**config.mk**
```make
export PLATFORM = sky130hd
export DESIGN_NAME = addr_xlate_tlb
export DESIGN_NICKNAME = d
export VERILOG_FILES = /design/src/rtl/addr_xlate_tlb.sv
export SDC_FILE = /design/constraint.sdc
export NUM_CORES = 2
export LEC_CHECK = 0
export ABC_CLOCK_PERIOD_IN_PS = 8700
export CAP_MARGIN = 15
export CORE_MARGIN = 3
export CORE_UTILIZATION = 50
export DETAILED_ROUTE_END_ITERATION = 7
export PLACE_DENSITY = 0.73
export SYNTH_ARGS = -nofsm -noshare
export SYNTH_HDL_FRONTEND = slang
export SYNTH_SLANG_ARGS = --single-unit
```
**constraint.sdc**
```tcl
create_clock -name clk -period 8.7 [get_ports clk]
set_input_delay 0.87 -clock clk [delete_from_list [all_inputs] [get_ports clk]]
set_output_delay 0.87 -clock clk [all_outputs]
set_load 0.02 [all_outputs]
```
**src/rtl/addr_xlate_tlb.sv**
```systemverilog
// MIPS virtual-to-physical translator: fixed kseg0/kseg1 mapping plus a
// fully-associative TLB for mapped segments, with a TLBP probe port.
module addr_xlate_tlb #(
  parameter int TLB_ENTRIES = 16,
  parameter int IDX_W       = $clog2(TLB_ENTRIES),
  parameter int PA_W        = 32
) (
  input  logic             clk,
  input  logic             resetn,
  input  logic             in_valid,
  input  logic [31:0]      in_vaddr,
  input  logic             in_store,
  input  logic             stall,
  input  logic             user_mode,
  input  logic [7:0]       cur_asid,
  input  logic             k0_uncached,
  output logic             out_valid,
  output logic [PA_W-1:0]  out_paddr,
  output logic             out_uncache,
  output logic             out_mapped,
  output logic             out_exc_addr,
  output logic             out_exc_refill,
  output logic             out_exc_invalid,
  output logic             out_exc_modified,
  input  logic             tlbw_en,
  input  logic [IDX_W-1:0] tlbw_index,
  input  logic [18:0]      tlbw_vpn2,
  input  logic [7:0]       tlbw_asid,
  input  logic             tlbw_g,
  input  logic [19:0]      tlbw_pfn0,
  input  logic [19:0]      tlbw_pfn1,
  input  logic [2:0]       tlbw_c0,
  input  logic [2:0]       tlbw_c1,
  input  logic             tlbw_d0,
  input  logic             tlbw_d1,
  input  logic             tlbw_v0,
  input  logic             tlbw_v1,
  input  logic             tlbp_en,
  input  logic [18:0]      tlbp_vpn2,
  input  logic [7:0]       tlbp_asid,
  output logic             tlbp_done,
  output logic             tlbp_hit,
  output logic [IDX_W-1:0] tlbp_index
);

  logic [18:0] e_vpn2 [TLB_ENTRIES];
  logic [7:0]  e_asid [TLB_ENTRIES];
  logic        e_g    [TLB_ENTRIES];
  logic [19:0] e_pfn0 [TLB_ENTRIES];
  logic [19:0] e_pfn1 [TLB_ENTRIES];
  logic [2:0]  e_c0   [TLB_ENTRIES];
  logic [2:0]  e_c1   [TLB_ENTRIES];
  logic        e_d0   [TLB_ENTRIES];
  logic        e_d1   [TLB_ENTRIES];
  logic        e_v0   [TLB_ENTRIES];
  logic        e_v1   [TLB_ENTRIES];

  // All fields are cleared (not just V/G/D) so a stale entry can never
  // match an arbitrary address with a nonzero ASID after reset.
  always_ff @(posedge clk or negedge resetn) begin
    if (!resetn) begin
      for (int i = 0; i < TLB_ENTRIES; i++) begin
        e_vpn2[i] <= '0;
        e_asid[i] <= '0;
        e_g[i]    <= 1'b0;
        e_pfn0[i] <= '0;
        e_pfn1[i] <= '0;
        e_c0[i]   <= '0;
        e_c1[i]   <= '0;
        e_d0[i]   <= 1'b0;
        e_d1[i]   <= 1'b0;
        e_v0[i]   <= 1'b0;
        e_v1[i]   <= 1'b0;
      end
    end else if (tlbw_en) begin
      e_vpn2[tlbw_index] <= tlbw_vpn2;
      e_asid[tlbw_index] <= tlbw_asid;
      e_g[tlbw_index]    <= tlbw_g;
      e_pfn0[tlbw_index] <= tlbw_pfn0;
      e_pfn1[tlbw_index] <= tlbw_pfn1;
      e_c0[tlbw_index]   <= tlbw_c0;
      e_c1[tlbw_index]   <= tlbw_c1;
      e_d0[tlbw_index]   <= tlbw_d0;
      e_d1[tlbw_index]   <= tlbw_d1;
      e_v0[tlbw_index]   <= tlbw_v0;
      e_v1[tlbw_index]   <= tlbw_v1;
    end
  end

  logic [TLB_ENTRIES-1:0] lk_match;
  logic [TLB_ENTRIES-1:0] pr_match;

  always_comb begin
    lk_match = '0;
    pr_match = '0;
    for (int i = 0; i < TLB_ENTRIES; i++) begin
      lk_match[i] = (e_vpn2[i] == in_vaddr[31:13]) &&
                    (e_g[i] || (e_asid[i] == cur_asid));
      pr_match[i] = (e_vpn2[i] == tlbp_vpn2) &&
                    (e_g[i] || (e_asid[i] == tlbp_asid));
    end
  end

  // Downward scan leaves the lowest matching index, so duplicate entries
  // resolve deterministically.
  logic             lk_hit;
  logic [IDX_W-1:0] lk_idx;
  logic             pr_hit;
  logic [IDX_W-1:0] pr_idx;

  always_comb begin
    lk_hit = 1'b0;
    lk_idx = '0;
    pr_hit = 1'b0;
    pr_idx = '0;
    for (int i = TLB_ENTRIES - 1; i >= 0; i--) begin
      if (lk_match[i]) begin
        lk_hit = 1'b1;
        lk_idx = IDX_W'(i);
      end
      if (pr_match[i]) begin
        pr_hit = 1'b1;
        pr_idx = IDX_W'(i);
      end
    end
  end

  logic        sel_v;
  logic        sel_d;
  logic [19:0] sel_pfn;
  logic [2:0]  sel_c;

  always_comb begin
    if (in_vaddr[12]) begin
      sel_v   = e_v1[lk_idx];
      sel_d   = e_d1[lk_idx];
      sel_pfn = e_pfn1[lk_idx];
      sel_c   = e_c1[lk_idx];
    end else begin
      sel_v   = e_v0[lk_idx];
      sel_d   = e_d0[lk_idx];
      sel_pfn = e_pfn0[lk_idx];
      sel_c   = e_c0[lk_idx];
    end
  end

  logic [31:0] res_pa;
  logic        res_uncache;
  logic        res_mapped;
  logic        res_exc_addr;
  logic        res_exc_refill;
  logic        res_exc_invalid;
  logic        res_exc_modified;

  // Any exception forces paddr/uncache to zero; flags are prioritised so
  // only one can be set.
  always_comb begin
    res_pa           = '0;
    res_uncache      = 1'b0;
    res_mapped       = 1'b0;
    res_exc_addr     = 1'b0;
    res_exc_refill   = 1'b0;
    res_exc_invalid  = 1'b0;
    res_exc_modified = 1'b0;
    if (user_mode && in_vaddr[31]) begin
      res_exc_addr = 1'b1;
    end else if (in_vaddr[31:29] == 3'b100) begin
      res_pa      = {3'b000, in_vaddr[28:0]};
      res_uncache = k0_uncached;
    end else if (in_vaddr[31:29] == 3'b101) begin
      res_pa      = {3'b000, in_vaddr[28:0]};
      res_uncache = 1'b1;
    end else begin
      res_mapped = 1'b1;
      if (!lk_hit) begin
        res_exc_refill = 1'b1;
      end else if (!sel_v) begin
        res_exc_invalid = 1'b1;
      end else if (in_store && !sel_d) begin
        res_exc_modified = 1'b1;
      end else begin
        res_pa      = {sel_pfn, in_vaddr[11:0]};
        res_uncache = (sel_c == 3'd2);
      end
    end
  end

  always_ff @(posedge clk or negedge resetn) begin
    if (!resetn) begin
      out_valid        <= 1'b0;
      out_paddr        <= '0;
      out_uncache      <= 1'b0;
      out_mapped       <= 1'b0;
      out_exc_addr     <= 1'b0;
      out_exc_refill   <= 1'b0;
      out_exc_invalid  <= 1'b0;
      out_exc_modified <= 1'b0;
    end else if (!stall) begin
      if (in_valid) begin
        out_valid        <= 1'b1;
        out_paddr        <= PA_W'(res_pa);
        out_uncache      <= res_uncache;
        out_mapped       <= res_mapped;
        out_exc_addr     <= res_exc_addr;
        out_exc_refill   <= res_exc_refill;
        out_exc_invalid  <= res_exc_invalid;
        out_exc_modified <= res_exc_modified;
      end else begin
        out_valid        <= 1'b0;
        out_paddr        <= '0;
        out_uncache      <= 1'b0;
        out_mapped       <= 1'b0;
        out_exc_addr     <= 1'b0;
        out_exc_refill   <= 1'b0;
        out_exc_invalid  <= 1'b0;
        out_exc_modified <= 1'b0;
      end
    end
  end

  // Probe path ignores stall so a CP0 TLBP always completes in one cycle.
  always_ff @(posedge clk or negedge resetn) begin
    if (!resetn) begin
      tlbp_done  <= 1'b0;
      tlbp_hit   <= 1'b0;
      tlbp_index <= '0;
    end else begin
      tlbp_done  <= tlbp_en;
      tlbp_hit   <= tlbp_en && pr_hit;
      tlbp_index <= (tlbp_en && pr_hit) ? pr_idx : '0;
    end
  end

endmodule

```
==> results.yml <==
global_routing:
  grt_max_degree: 174
  antenna_found_initial: 20
  grt_pass1_vias: 44959
  grt_pass1_wl_microns: 302000
  grt_overflow: 0
  grt.total_usage: 0.297
critical_path:
  cp_num_buf_inv: 2
  crit_cells: 15
  required_ns: 9.42
  critPathKind: "in -> reg"
  endpoint_kind: "flop"
  critPathLaunchType: "primary input"
  crit_slowest_cell: "clkdlybuf4s50_1"
  cp_cell_sequence: "clkdlybuf4s50_1 > buf_4 > xor2_1 > nor4_1 > nand4_1 > or3_1 > o211a_1 > o2111ai_4 > and2_1 > or2_2 > mux4_2 > o2bb2ai_1 > nor3_2 > and3_1 > a22o_1"
  cp_max_fo: 27
  crit_family: "simple AND/OR/NAND/NOR gates"
  crit_arrival_ns: 6.93
  max_stage_delay_ns: 1.00
  reg2regPathDepth: 13
routing:
  post_drt_wl_per_cell_microns: 28.4
  dr.pass1.iters: 6
  via_per_inst: 6.17
  finalWirelength_microns: 204000
  ant_nets: 0
  drt_iter0_drc: 4230
  drc_errors: 0
  num_vias: 44283
power_and_ir_drop:
  p_per_area_nw_per_um2: 242
  ir_drop_mv: 0.201
  finalPower_mw: 17.9
  leakagePower_nw: 33.1
clock_tree:
  post-cts-setup-buffer-count: 0
  cts_tree: "yes"
  cts_buffers: 139
  cts_resized: 0
  htreeDepth: 4
  clockBufferDepth: 3
  cts_hold_buf: 0
  clockRootBuffer: "clkbuf_16"
  clk_pin_slew_worst_paths_ns: 0.06
  clock_latency_ns: 0.78
  cts_sinks: 1293
timing:
  max_freq_mhz: 161
  final-max-slew-violation-count: 0
  rsz0062_at_grt: "false"
  finalSetupViolations: 0
  finalCritPeriodShare: 0.715
  setup_tns_ns: 0
  finalCriticalPeriod_ns: 6.22
  max_slew_margin: 0.150
  worst_pin_slew_ns: 1.27
  fin_skew_ns: 0.0289
  finalHoldViolCount: 0
cells_and_area:
  area_growth_pct: 12.5
  final_cell_mix: "mux2_2, dfrtp_1, xor2_1, mux2i_1, nor4_1"
  nNetsFinal: 5471
  fillers: 10758
  final_layout_size_suffix_gt1_frac: 0.316
  final_common_cell: "mux2_2"
synthesis:
  synth_top_flop_cell: "dfrtp_1"
  ys_ff_latch: 1293
  syn_nets: 5424
  syn_area_per_cell_sq_um: 12.5
  synth_edf_count: 0
  async_reset_ff_frac: 1.00
  synth_warnings: 0
  synth_cell_type_count: 75
  syn-cell-area_sq_um: 65800
  syn_inst: 5266
  seq_area_frac_synth: 0.492
placed_design:
  io_buffers: 202
  place_hpwl_microns: 122000
  gp_congestion: 1.01
floorplanning:
  die_w_microns: 369
  pin_count: 203
  rows: 132
  die-area_sq_um: 136000
  die_h_microns: 369
  core_sq_um: 130000
  initial_core_util: 0.506
hold_path:
  hold_class: "in -> async"
run:
  maxCapViolCount: 0
run_status:
  status: "finished clean"
[where the power goes]
part / internal [mW] / switching [mW] / total [mW]
combinational: 1.87 / 1.52 / 3.39
clock: 3.61 / 2.53 / 6.14
sequential: 7.37 / 1.03 / 8.40
total: 12.9 / 5.08 / 17.9
[area by class of cell]
cell class	count	area (sq um)	share of cell area
diodes	5	12.5	0.000169
clock buffers	211	4180	0.0565
clock inverters	42	566	0.00764
inverters	16	60.1	0.000811
multi-input cells	3529	31500	0.425
flip-flops and latches	1293	32400	0.437
well taps	1742	2180	0.0295
repair buffers	334	3170	0.0428
[sequential cells by signal (all words and copies together), names as in the netlist, 4 cells and up]
name,flops
e_pfn0,320
e_pfn1,320
e_vpn2,304
e_asid,128
e_c0,48
e_c1,48
out_paddr,32
e_d0,16
e_d1,16
e_g,16
e_v0,16
e_v1,16
tlbp_index,4
[path summary, 6_finish.rpt]
| kind | from | end | slack [ns] |
|---|---|---|---|
| min in group clk | out_valid$_DFFE_PN0N_ | out_valid$_DFFE_PN0N_ | 0.49 |
| worst min register to register | out_valid$_DFFE_PN0N_ | out_valid$_DFFE_PN0N_ | 0.49 |
| worst max register to register | e_asid[67]$_DFFE_PN0P_ | out_paddr[30]$_DFFE_PN0N_ | 3.37 |
| worst max-delay path | in_vaddr[28] | out_paddr[30]$_DFFE_PN0N_ | 2.48 |
| worst min-delay path | resetn | e_vpn2[211]$_DFFE_PN0P_ | 0.07 |
| max in group asynchronous | resetn | e_pfn1[300]$_DFFE_PN0P_ | 6.21 |
[synthesized netlist by cell type (23+ instances only)]
library cell | number | area (sq um)
mux2i_1 | 273 | 2730
xor2_1 | 768 | 6730
xnor2_1 | 96 | 841
nor3_1 | 23 | 115
dfrtp_1 | 1293 | 32400
buf_2 | 40 | 200
nand4_1 | 41 | 257
o21ai_0 | 91 | 455
buf_6 | 29 | 327
buf_1 | 71 | 267
buf_4 | 37 | 278
nor2_1 | 69 | 259
nand2_1 | 159 | 597
clkbuf_1 | 249 | 935
nand3_1 | 64 | 320
nor4_1 | 201 | 1260
a21oi_1 | 190 | 951
a22oi_1 | 25 | 188
mux2_2 | 1296 | 14600
[layer usage]
| metal | vias up | routed length [microns] | track usage |
|---|---|---|---|
| li1 | 18699 | - | - |
| met1 | 23089 | 85700 | 0.410 |
| met2 | 1960 | 90100 | 0.453 |
| met3 | 527 | 18800 | 0.0676 |
| met4 | 8 | 9230 | 0.123 |
| met5 | - | 56 | 0 |
[worst reg2reg max path: cells and delay by family, from the launching register on]
kind,cells,cell delay (ns)
AND/OR/NAND/NOR,6,2.91
XOR/XNOR,1,0.18
multiplexers,1,0.41
AO/OA/AOI/OAI,5,1.36
flip-flops,1,0.43
[logic make-up (layout without fill, tap and decap cells)]
family / after synthesis / in the layout / synth area share
multiplexers: 1584 / 1584 / 0.268
flip-flops: 1293 / 1293 / 0.492
XOR/XNOR: 864 / 864 / 0.115
AND/OR/NAND/NOR: 663 / 663 / 0.0551
buffers and inverters: 444 / 603 / 0.0319
AO/OA/AOI/OAI: 418 / 418 / 0.0378
other: 0 / 5 / 0
[metrics by stage]
| step | util | worst slack [ns] | area (sq um) | instances | hold WS [ns] |
|---|---|---|---|---|---|
| 2_1_floorplan | - | 4.33 | 65800 | 5266 | 0.470 |
| 5_1_grt | 0.569 | 2.30 | 74000 | 7168 | 0.116 |
| 6_report | 0.569 | 2.48 | 74000 | 7172 | 0.0651 |
| 3_5_place_dp | 0.532 | 1.79 | 69200 | 6912 | 0.474 |
| 3_3_place_gp | 0.531 | 1.91 | 69200 | 6910 | 0.467 |
| 4_1_cts | 0.568 | 2.57 | 74000 | 7165 | 0.0941 |
Note: power is estimated with default switching activity, not from simulation.
